--- config.mk ---
export PLATFORM = sky130hd
export DESIGN_NAME = uart_rx_param
export DESIGN_NICKNAME = d
export VERILOG_FILES = /design/src/rtl/uart_rx_param.sv
export SDC_FILE = /design/constraint.sdc
export NUM_CORES = 1
export LEC_CHECK = 0
export CORE_UTILIZATION = 40
export DETAILED_ROUTE_END_ITERATION = 6
export DONT_BUFFER_PORTS = 1
export PLACE_DENSITY = 0.67
export SYNTH_ARGS = -nofsm -noshare
export SYNTH_HDL_FRONTEND = slang
export SYNTH_SLANG_ARGS = --single-unit
--- constraint.sdc ---
create_clock -name RX_clk -period 1.6 [get_ports RX_clk]
set_input_delay 0.16 -clock RX_clk [delete_from_list [all_inputs] [get_ports RX_clk]]
set_output_delay 0.16 -clock RX_clk [all_outputs]
set_load 0.05 [all_outputs]
--- src/rtl/uart_rx_param.sv ---
// Oversampling UART receiver: runtime data length, parity mode and stop-bit count, one-word holding register.
// Optional build macro RX_MAJORITY_EN: each sample becomes a 2-of-3 vote over three consecutive cycles.
module uart_rx_param #(
    parameter int DATA_W = 8,
    parameter int OVS    = 16
) (
    input  logic              RX_clk,
    input  logic              rst,
    input  logic              rx,
    input  logic [3:0]        data_len,
    input  logic [1:0]        par,
    input  logic              snum,
    output logic [DATA_W-1:0] rx_data,
    output logic              rx_valid,
    input  logic              rx_ready,
    output logic              parity_err,
    output logic              frame_err,
    output logic              overrun,
    output logic              busy
);

    localparam int CNT_W = $clog2(OVS);
    localparam logic [CNT_W-1:0] HALF_M1 = CNT_W'(OVS / 2 - 1);
    localparam logic [CNT_W-1:0] FULL_M1 = CNT_W'(OVS - 1);

    typedef enum logic [2:0] {
        IDLE   = 3'd0,
        START  = 3'd1,
        DATA   = 3'd2,
        PARITY = 3'd3,
        STOP1  = 3'd4,
        STOP2  = 3'd5
    } state_t;

    function automatic logic [3:0] clamp_len(input logic [3:0] l);
        if (l < 4'd5) begin
            return 4'd5;
        end else if (l > 4'(DATA_W)) begin
            return 4'(DATA_W);
        end else begin
            return l;
        end
    endfunction

    // Unused upper word bits are zero, so a full-width XOR is safe.
    function automatic logic parity_mismatch(input logic [DATA_W-1:0] d, input logic p, input logic odd);
        logic x;
        x = (^d) ^ p;
        return odd ? ~x : x;
    endfunction

    logic rx_s, fall_s, sample_s, tick_s;
    logic sync1_r, sync2_r, prev_r;

    // Two-flop synchronizer plus a delayed copy for falling-edge detection
    always_ff @(posedge RX_clk) begin
        if (rst) begin
            sync1_r <= 1'b1;
            sync2_r <= 1'b1;
            prev_r  <= 1'b1;
        end else begin
            sync1_r <= rx;
            sync2_r <= sync1_r;
            prev_r  <= sync2_r;
        end
    end

    assign rx_s   = sync2_r;
    assign fall_s = prev_r & ~rx_s;

`ifdef RX_MAJORITY_EN
    function automatic logic majority3(input logic a, input logic b, input logic c);
        return (a & b) | (a & c) | (b & c);
    endfunction

    logic [1:0] hist_r;

    // Two previous synchronized values, forming a three-cycle vote window with rx_s
    always_ff @(posedge RX_clk) begin
        if (rst) begin
            hist_r <= 2'b11;
        end else begin
            hist_r <= {hist_r[0], rx_s};
        end
    end

    assign sample_s = majority3(hist_r[1], hist_r[0], rx_s);
`else
    assign sample_s = rx_s;
`endif

    state_t              state_r, state_next_s;
    logic [CNT_W-1:0]    cnt_r, cnt_next_s;
    logic [3:0]          bit_r, bit_next_s;
    logic [3:0]          len_r, len_next_s;
    logic [DATA_W-1:0]   shreg_r, shreg_next_s;
    logic                par_en_r, par_en_next_s;
    logic                par_odd_r, par_odd_next_s;
    logic                two_stop_r, two_stop_next_s;
    logic                perr_r, perr_next_s;
    logic                ferr_r, ferr_next_s;
    logic                done_r, done_next_s;

    assign tick_s = (state_r == START) ? (cnt_r == HALF_M1) : (cnt_r == FULL_M1);

    // Frame state, timing counters and the per-frame configuration snapshot
    always_ff @(posedge RX_clk) begin
        if (rst) begin
            state_r    <= IDLE;
            cnt_r      <= {CNT_W{1'b0}};
            bit_r      <= 4'd0;
            len_r      <= 4'd0;
            shreg_r    <= {DATA_W{1'b0}};
            par_en_r   <= 1'b0;
            par_odd_r  <= 1'b0;
            two_stop_r <= 1'b0;
            perr_r     <= 1'b0;
            ferr_r     <= 1'b0;
            done_r     <= 1'b0;
        end else begin
            state_r    <= state_next_s;
            cnt_r      <= cnt_next_s;
            bit_r      <= bit_next_s;
            len_r      <= len_next_s;
            shreg_r    <= shreg_next_s;
            par_en_r   <= par_en_next_s;
            par_odd_r  <= par_odd_next_s;
            two_stop_r <= two_stop_next_s;
            perr_r     <= perr_next_s;
            ferr_r     <= ferr_next_s;
            done_r     <= done_next_s;
        end
    end

    // Next-state and datapath updates; every bit after start is sampled one full bit after the last
    always_comb begin
        state_next_s    = state_r;
        cnt_next_s      = tick_s ? {CNT_W{1'b0}} : cnt_r + {{(CNT_W-1){1'b0}}, 1'b1};
        bit_next_s      = bit_r;
        len_next_s      = len_r;
        shreg_next_s    = shreg_r;
        par_en_next_s   = par_en_r;
        par_odd_next_s  = par_odd_r;
        two_stop_next_s = two_stop_r;
        perr_next_s     = perr_r;
        ferr_next_s     = ferr_r;
        done_next_s     = 1'b0;
        case (state_r)
            IDLE: begin
                cnt_next_s = {CNT_W{1'b0}};
                if (fall_s) begin
                    state_next_s    = START;
                    bit_next_s      = 4'd0;
                    shreg_next_s    = {DATA_W{1'b0}};
                    perr_next_s     = 1'b0;
                    ferr_next_s     = 1'b0;
                    len_next_s      = clamp_len(data_len);
                    par_en_next_s   = (par == 2'b00) || (par == 2'b11);
                    par_odd_next_s  = (par == 2'b00);
                    two_stop_next_s = ~snum;
                end else begin
                    state_next_s = IDLE;
                end
            end
            START: begin
                if (tick_s) begin
                    state_next_s = sample_s ? IDLE : DATA;
                end else begin
                    state_next_s = START;
                end
            end
            DATA: begin
                if (tick_s) begin
                    for (int i = 0; i < DATA_W; i++) begin
                        if (bit_r == 4'(i)) begin
                            shreg_next_s[i] = sample_s;
                        end else begin
                            shreg_next_s[i] = shreg_r[i];
                        end
                    end
                    if (bit_r == len_r - 4'd1) begin
                        bit_next_s   = 4'd0;
                        state_next_s = par_en_r ? PARITY : STOP1;
                    end else begin
                        bit_next_s = bit_r + 4'd1;
                    end
                end else begin
                    state_next_s = DATA;
                end
            end
            PARITY: begin
                if (tick_s) begin
                    perr_next_s  = parity_mismatch(shreg_r, sample_s, par_odd_r);
                    state_next_s = STOP1;
                end else begin
                    state_next_s = PARITY;
                end
            end
            STOP1: begin
                if (tick_s) begin
                    if (!sample_s) begin
                        ferr_next_s  = 1'b1;
                        state_next_s = IDLE;
                        done_next_s  = 1'b1;
                    end else if (two_stop_r) begin
                        state_next_s = STOP2;
                    end else begin
                        state_next_s = IDLE;
                        done_next_s  = 1'b1;
                    end
                end else begin
                    state_next_s = STOP1;
                end
            end
            STOP2: begin
                if (tick_s) begin
                    ferr_next_s  = ~sample_s;
                    state_next_s = IDLE;
                    done_next_s  = 1'b1;
                end else begin
                    state_next_s = STOP2;
                end
            end
            default: begin
                state_next_s = IDLE;
            end
        endcase
    end

    logic [DATA_W-1:0] rx_data_r;
    logic              rx_valid_r, parity_err_r, frame_err_r, overrun_r, busy_r;

    // Holding register: a finished frame loads unless the previous word is still unaccepted
    always_ff @(posedge RX_clk) begin
        if (rst) begin
            rx_data_r    <= {DATA_W{1'b0}};
            rx_valid_r   <= 1'b0;
            parity_err_r <= 1'b0;
            frame_err_r  <= 1'b0;
            overrun_r    <= 1'b0;
            busy_r       <= 1'b0;
        end else begin
            overrun_r <= 1'b0;
            busy_r    <= (state_next_s != IDLE);
            if (done_r) begin
                if (!rx_valid_r || rx_ready) begin
                    rx_data_r    <= shreg_r;
                    parity_err_r <= perr_r;
                    frame_err_r  <= ferr_r;
                    rx_valid_r   <= 1'b1;
                end else begin
                    overrun_r <= 1'b1;
                end
            end else if (rx_valid_r && rx_ready) begin
                rx_valid_r <= 1'b0;
            end
        end
    end

    assign rx_data    = rx_data_r;
    assign rx_valid   = rx_valid_r;
    assign parity_err = parity_err_r;
    assign frame_err  = frame_err_r;
    assign overrun    = overrun_r;
    assign busy       = busy_r;

endmodule

==> out/summary.txt <==
H-tree depth -> 2
Synth unique cells -> 42
Post-Syn Instances -> 236
Yosys reg bits -> 45
Setup WS post-layout -> -104 ps
Int Pwr -> 1520 uW
Worst Path Max Fanout -> 4
Leak -> 0.00118 uW
Wirelength per Cell -> 12.9 microns
Hold endpoint -> len_r[3]
Post-route ant nets -> 0
Max cap viols -> 0
Hold path cells -> 2
Share of layout cells above drive strength 1 -> 0.299
R2r startpoint -> len_r[1]
Comb power frac -> 0.087
Tot GR Track Use -> 0.171
Reg power frac -> 0.576
Maximum vdd drop -> 0.421 mV
First-pass GRT wire length -> 7100 microns
Slew Limit Fails -> 0
Clk slew on worst S/H paths -> 80 ps
Hold Crit Start -> data_len[3]
Net Count, Synth -> 254
Gpl congestion -> 0.799
Clk_lat worst skew -> 300 ps
Mean Syn Cell Area -> 9.10 sq um
Crit end category -> flop
Outcome -> complete, but fails checks
Required time of the worst setup path -> 1790 ps
Post-synthesis sequential area ratio -> 0.420
Final #Nets -> 291
DR vias/cell -> 5.03
Placed inst area -> 2470 sq um
Clock root buffer master -> clkbuf_8
Grt total ovfl -> 0
Sw Share -> 0.239
CP arrival -> 1890 ps
Die ar. -> 5660 sq um
# fillers -> 476
Vias in the first global route -> 1602
Slew headroom -> 0.351
Antenna Cells -> 0
# port buffers -> 0
Fin crit period -> 1700 ps
# IOs -> 24
Most common cell after layout, fill and taps aside -> dfxtp_1
RSZ-0062 raised after global routing -> true
Final cycle utilization of the critical path -> 1.06
Setup Skew -> 3.66 ps
PD cells -> 722 nW/um^2
HPWL Detailed -> 3110 microns
CTS Buffer Depth -> 2
Clock power frac -> 0.337
Final Hold Fails -> 0
P_sw -> 479 uW
Initial drt markers -> 79
Worst Setup Path Type -> reg2reg
CTS tree -> done
Yosys warns -> 0
Inserted Clock Buffers -> 5
R2R Setup Slk -> -100 ps
Routed wire length -> 4450 microns
Setup violations, final -> 7
Failing checks -> setup timing
R2R cell count -> 8
Slew @ Worst Pin -> 970 ps
Effective utilization at floorplan -> 0.418
R2R Path End -> bit_r[1]
Synth Cell Area -> 2150 sq um
Drt drc -> 0
Via count -> 1731
Startpoint types -> flop
Most frequent cells in the layout -> 37 x dfxtp_1, 34 x buf_4, 27 x nor2_1, 19 x mux2i_1
Layout area overhead -> 29.0%
FP Rows -> 26
Fin area -> 2770 sq um
Initial antenna violation count -> 0
Worst Hold Class -> in2reg
Vert. Die Dim -> 75.3 microns
Die width -> 75.3 microns
Largest net degree at the start of global routing -> 28
Clk sinks -> 45
Achievable Freq -> 587 MHz
Core Box Area -> 5140 sq um
Sum Neg Setup Slack -> -537 ps
Drt pass-1 iters -> 4
## final cells by class
type / count / area [sq um] / area share
multi-input cells: 171 / 1320 / 0.477
flip-flops and latches: 45 / 913 / 0.330
repair buffers: 40 / 327 / 0.118
well taps: 70 / 87.6 / 0.0316
clock buffers: 6 / 72.6 / 0.0262
inverters: 10 / 37.5 / 0.0136
clock inverters: 2 / 10.0 / 0.00361
## power groups by stage
stage / logic [uW] / registers, uW / clock network, uW
global placement: 119 / 1180 / 0
detailed placement: 121 / 1180 / 0
global route: 189 / 1160 / 746
floorplan: 98.2 / 1180 / 0
finish: 174 / 1150 / 674
CTS: 157 / 1150 / 695
## repair_timing
| item | 4_1_cts | 5_1_grt |
|---|---|---|
| endpoints found under the hold margin | 27 | 0 |
| pin swaps | 3 | 3 |
| endpoints found under the setup margin | 15 | 18 |
| buffers inserted | 0 | 1 |
| gates resized for setup | 16 | 22 |
| hold buffers | 4 | 0 |
## critical path: stages (launching register included)
cell	delay [ps]
dfxtp_2	340
inv_2	40
ha_4	160
xnor2_4	130
xnor2_2	170
buf_4	150
nor4_4	320
nand2b_4	220
a21oi_1	50
## per-layer routing
layer | vias to the layer above | GRT usage | wire length, microns
met5 | - | 0 | 0
met4 | 0 | 0.0802 | 98
met3 | 9 | 0.0509 | 174
met2 | 40 | 0.282 | 2060
met1 | 804 | 0.206 | 2120
li1 | 878 | - | -
## cell usage after synthesis, drive strengths merged
cell / n / area share
nand2: 16 / 0.028
o2111ai: 1 / 0.0041
mux2i: 19 / 0.089
xnor2: 16 / 0.065
a21oi: 15 / 0.035
nor2: 31 / 0.054
xor2: 4 / 0.016
nor3b: 2 / 0.0093
and3b: 2 / 0.0082
a211oi: 3 / 0.013
nor4b: 1 / 0.0041
a21boi: 2 / 0.0070
nor3: 9 / 0.023
or2: 3 / 0.0087
ha: 7 / 0.041
nand3b: 2 / 0.0087
o41a: 1 / 0.0052
o41ai: 1 / 0.0076
nor4: 2 / 0.012
a31oi: 3 / 0.0087
o211ai: 2 / 0.0070
or3b: 1 / 0.0041
inv: 10 / 0.017
o21a: 1 / 0.0035
a41oi: 1 / 0.0041
nor2b: 3 / 0.0087
buf: 7 / 0.019
and2: 3 / 0.0087
and3: 2 / 0.0058
o21ai: 6 / 0.014
nand3: 3 / 0.0070
dfxtp: 45 / 0.42
nand2b: 8 / 0.023
clkbuf: 3 / 0.0052
a32o: 1 / 0.0047
## stage by stage
stage | utilization | power (uW) | std cells | hold slack (ps) | worst slack, ps
after floorplan | - | 1270 | 236 | 239 | 12.9
after detailed placement | 0.480 | 1300 | 331 | 231 | -126
final | 0.539 | 2000 | 344 | 18.2 | -104
after global routing | 0.539 | 2090 | 344 | 1.58 | -221
after global placement | 0.480 | 1300 | 331 | 235 | -85.5
after CTS | 0.519 | 2000 | 343 | 9.26 | -106
## registers in the layout (all words and copies together), names as in the netlist
name and count:
rx_s 1, par_en_r 1, ferr_r 1, rx_data 8, parity_err 1, shreg_r 8
rx_valid 1, perr_r 1, len_r 4, busy 1, prev_r 1, bit_r 4
cnt_r 4, two_stop_r 1, frame_err 1, overrun 1, state_r 3, par_odd_r 1
done_r 1, sync1_r 1
## logic make-up after synthesis
kind of cell | count (synthesis) | synth area share
multiplexers | 19 | 0.0886
AO/OA/AOI/OAI | 37 | 0.114
XOR/XNOR | 20 | 0.0816
buffers and inverters | 20 | 0.0420
adder cells (fa/ha/maj) | 7 | 0.0408
flip-flops | 45 | 0.420
AND/OR/NAND/NOR | 88 | 0.214
## worst max-delay path by stage
stage,startpoint,end,slack [ps],cells past startpoint
6_report,len_r[1],bit_r[1],-100,8
5_1_grt,len_r[1],busy,-220,7
3_3_place_gp,cnt_r[0],busy,-90,6
2_1_floorplan,len_r[0],busy,10,7
4_1_cts,len_r[1],busy,-110,7
3_5_place_dp,len_r[1],busy,-130,7
Note: power is estimated with default switching activity, not from simulation.
==> RTL change, RTL diff (same flow settings) <==
`OVS`: 16 -> 8.
--- a/src/rtl/uart_rx_param.sv
+++ b/src/rtl/uart_rx_param.sv
@@ -3,5 +3,5 @@
 module uart_rx_param #(
     parameter int DATA_W = 8,
-    parameter int OVS    = 16
+    parameter int OVS    = 8
 ) (
     input  logic              RX_clk,
Check against the original RTL: not equivalent (a bounded check fails within 10 cycles, from zero or initial values and one cycle with rst high).
==> RTL change against the unedited design <==
The flow finishes with violations (negative hold slack). Die area increased by 1.9%. Global-route usage decreased by 1.0 points. Critical endpoint is now bit_r[2]. Via count increased by 4.9%. Total power increased by 7.2%. Routed wire length increased by 2.6%. Sequential cell count decreased by 1. Sequential share of layout area increased by 0.21 points. Cell area decreased by 3.5%. Setup slack improved by 0.15 ns. Final cell count unchanged. Maximum frequency increased by 9.7%. Hold slack got worse by 0.12 ns. Largest cell class unchanged. Area after synthesis increased by 1.9%.
==> RTL change: results (changes against the unedited design) <==
- The run finished, with violations left.
- The final reports fail on negative hold slack.
- The synthesized-area fraction occupied by ao, oa, aoi and oai cells was 13.8% (+2.4 points).
- The final net count came to 291 (unchanged).
- The total of hold buffers inserted after clock tree synthesis is 6 (+2).
- The per-cell routed wire length is 13.3 um (+2.6%).
- The post-placement worst setup slack is 0.0200 ns (+0.146 ns).
- The placer's final routability congestion estimate is 0.813 (+1.8%).
- In the post-synthesis netlist, the biggest area contributors are dfxtp_1 (40%), mux2i_1 (8.2%), nand2_1 (4.6%), ha_1 (4.0%), nor2_1 (3.9%).
- The worst hold path belongs to the class in -> reg.
- The worst slew slack as a fraction of its limit is 66.0% (+31 points).
- The combinational power share is 6.4% (-2.3 points).
- The clock transition time at the flip-flop clock pins of the worst setup and hold paths is 0.09 ns.
- The slowest cell on the critical path is dfxtp_2.
- The worst slack on hold paths was -0.0974 ns (-0.116 ns).
- The antenna diode count came to 0 (unchanged).
- Grouping stages by cell kind, the critical path spends the most delay in flip-flops.
- The final hold violation count is 22 (+22).
- The setup fix buffers added after clock tree synthesis was 0 (unchanged).
- The mean number of vias per cell is 5.28 (+4.9%).
- The most frequently used flop master after synthesis is dfxtp_1.
- The first-pass GRT wire length is 7.47 mm (+5.2%).
- The CTS H-tree depth is 2 (unchanged).
- The number of global-route vias before repair is 1683 (+5.1%).
- The internal power component is 1.64 mW (+8.0%).
- The total iterations of the first detailed-routing run is 4 (unchanged).
- The initial antenna violation count is 0 (unchanged).
- The violation count after the first detailed-route iteration is 73 (-7.6%).
- The sequential-cell power consumption is 1.12 mW.
- The share of flip-flops with an asynchronous set or reset after synthesis is 0% (unchanged).
- In this design, the stage delay of the slowest critical-path cell is 0.35 ns.
- The count of input and output buffers is 0 (unchanged).
- The number of CTS-inserted buffers is 5 (unchanged).
- The post-cts repair resize count came to 0 (-16).
- The critical path arrival was 1.76 ns (-0.13 ns).
- The fraction of the yosys area taken by sequential cells is 40.3% (-1.7 points).
- The commonest cells after synthesis are dfxtp_1 (44), nand2_1 (27), nor2_1 (23).
- The root buffer cell is clkbuf_8.
- The share of the synthesized netlist area taken by xor and xnor gates is 6.80% (-1.4 points).
- The sum of net half-perimeters after detailed placement came to 3.21 mm (+3.4%).
- The later-pin clock latency in the skew report is 0.31 ns.
- The fraction of final layout cells sized beyond drive strength 1 is 20.8% (-9.1 points).
- The number of distinct library cells after synthesis was 45 (+7.1%).
- The largest fanout on the critical path was 4 (unchanged).
- The peak supply drop is 0.000414 V (-1.7%).
- The number of buffers between clock root and the deepest sink is 2 (unchanged).
- The worst clock skew came to 0.0171 ns (+0.0135 ns).
- The largest net degree at the start of global routing is 32 (+14%).
- The total power divided by cell area is 803 nW/um^2 (+11%).
- The total leakage power is 1.10 nW (-7.1%).
- The mux share of post-synthesis cell area was 8.75% (-0.11 points).
- The warning count from the yosys run is 0 (unchanged).
- The global routing usage summed across all routing layers is 16.1% (-1.0 points).
- The synthesized netlist net count is 262 (+3.1%).
- The post-synthesis share of cell area spent on full adders, half adders and majority gates is 4.00% (-0.077 points).
[RTL change: worst paths after layout]
path,from,to,slack [ns],depth (start not counted)
min reg2reg,len_r[1],len_r[1],0.46,2
max reg2reg,len_r[1],bit_r[2],0.05,6
max,len_r[1],bit_r[2],0.05,6
min,rst,len_r[1],-0.1,1
[RTL change: stage by stage]
step           instance area [um^2]  cells
2_1_floorplan                  2190    244
3_3_place_gp                   2430    329
3_5_place_dp                   2430    329
4_1_cts                        2600    343
5_1_grt                        2670    344
6_report                       2670    344
[RTL change: layout make-up]
| class | instances | area [um^2] |
|---|---|---|
| fillers | 489 | 2500 |
| clock buffers | 5 | 68.8 |
| inverters | 12 | 45.0 |
| flip-flops and latches | 44 | 887 |
| repair buffers | 34 | 270 |
| well taps | 70 | 87.6 |
| multi-input cells | 176 | 1270 |
| clock inverters | 3 | 47.5 |
[RTL change: per-layer routing]
layer	GRT usage (%)	share of wire, %
met1	19.5	47
met2	27.2	48
met3	3.86	3.6
met4	7.12	1.7
met5	0	0
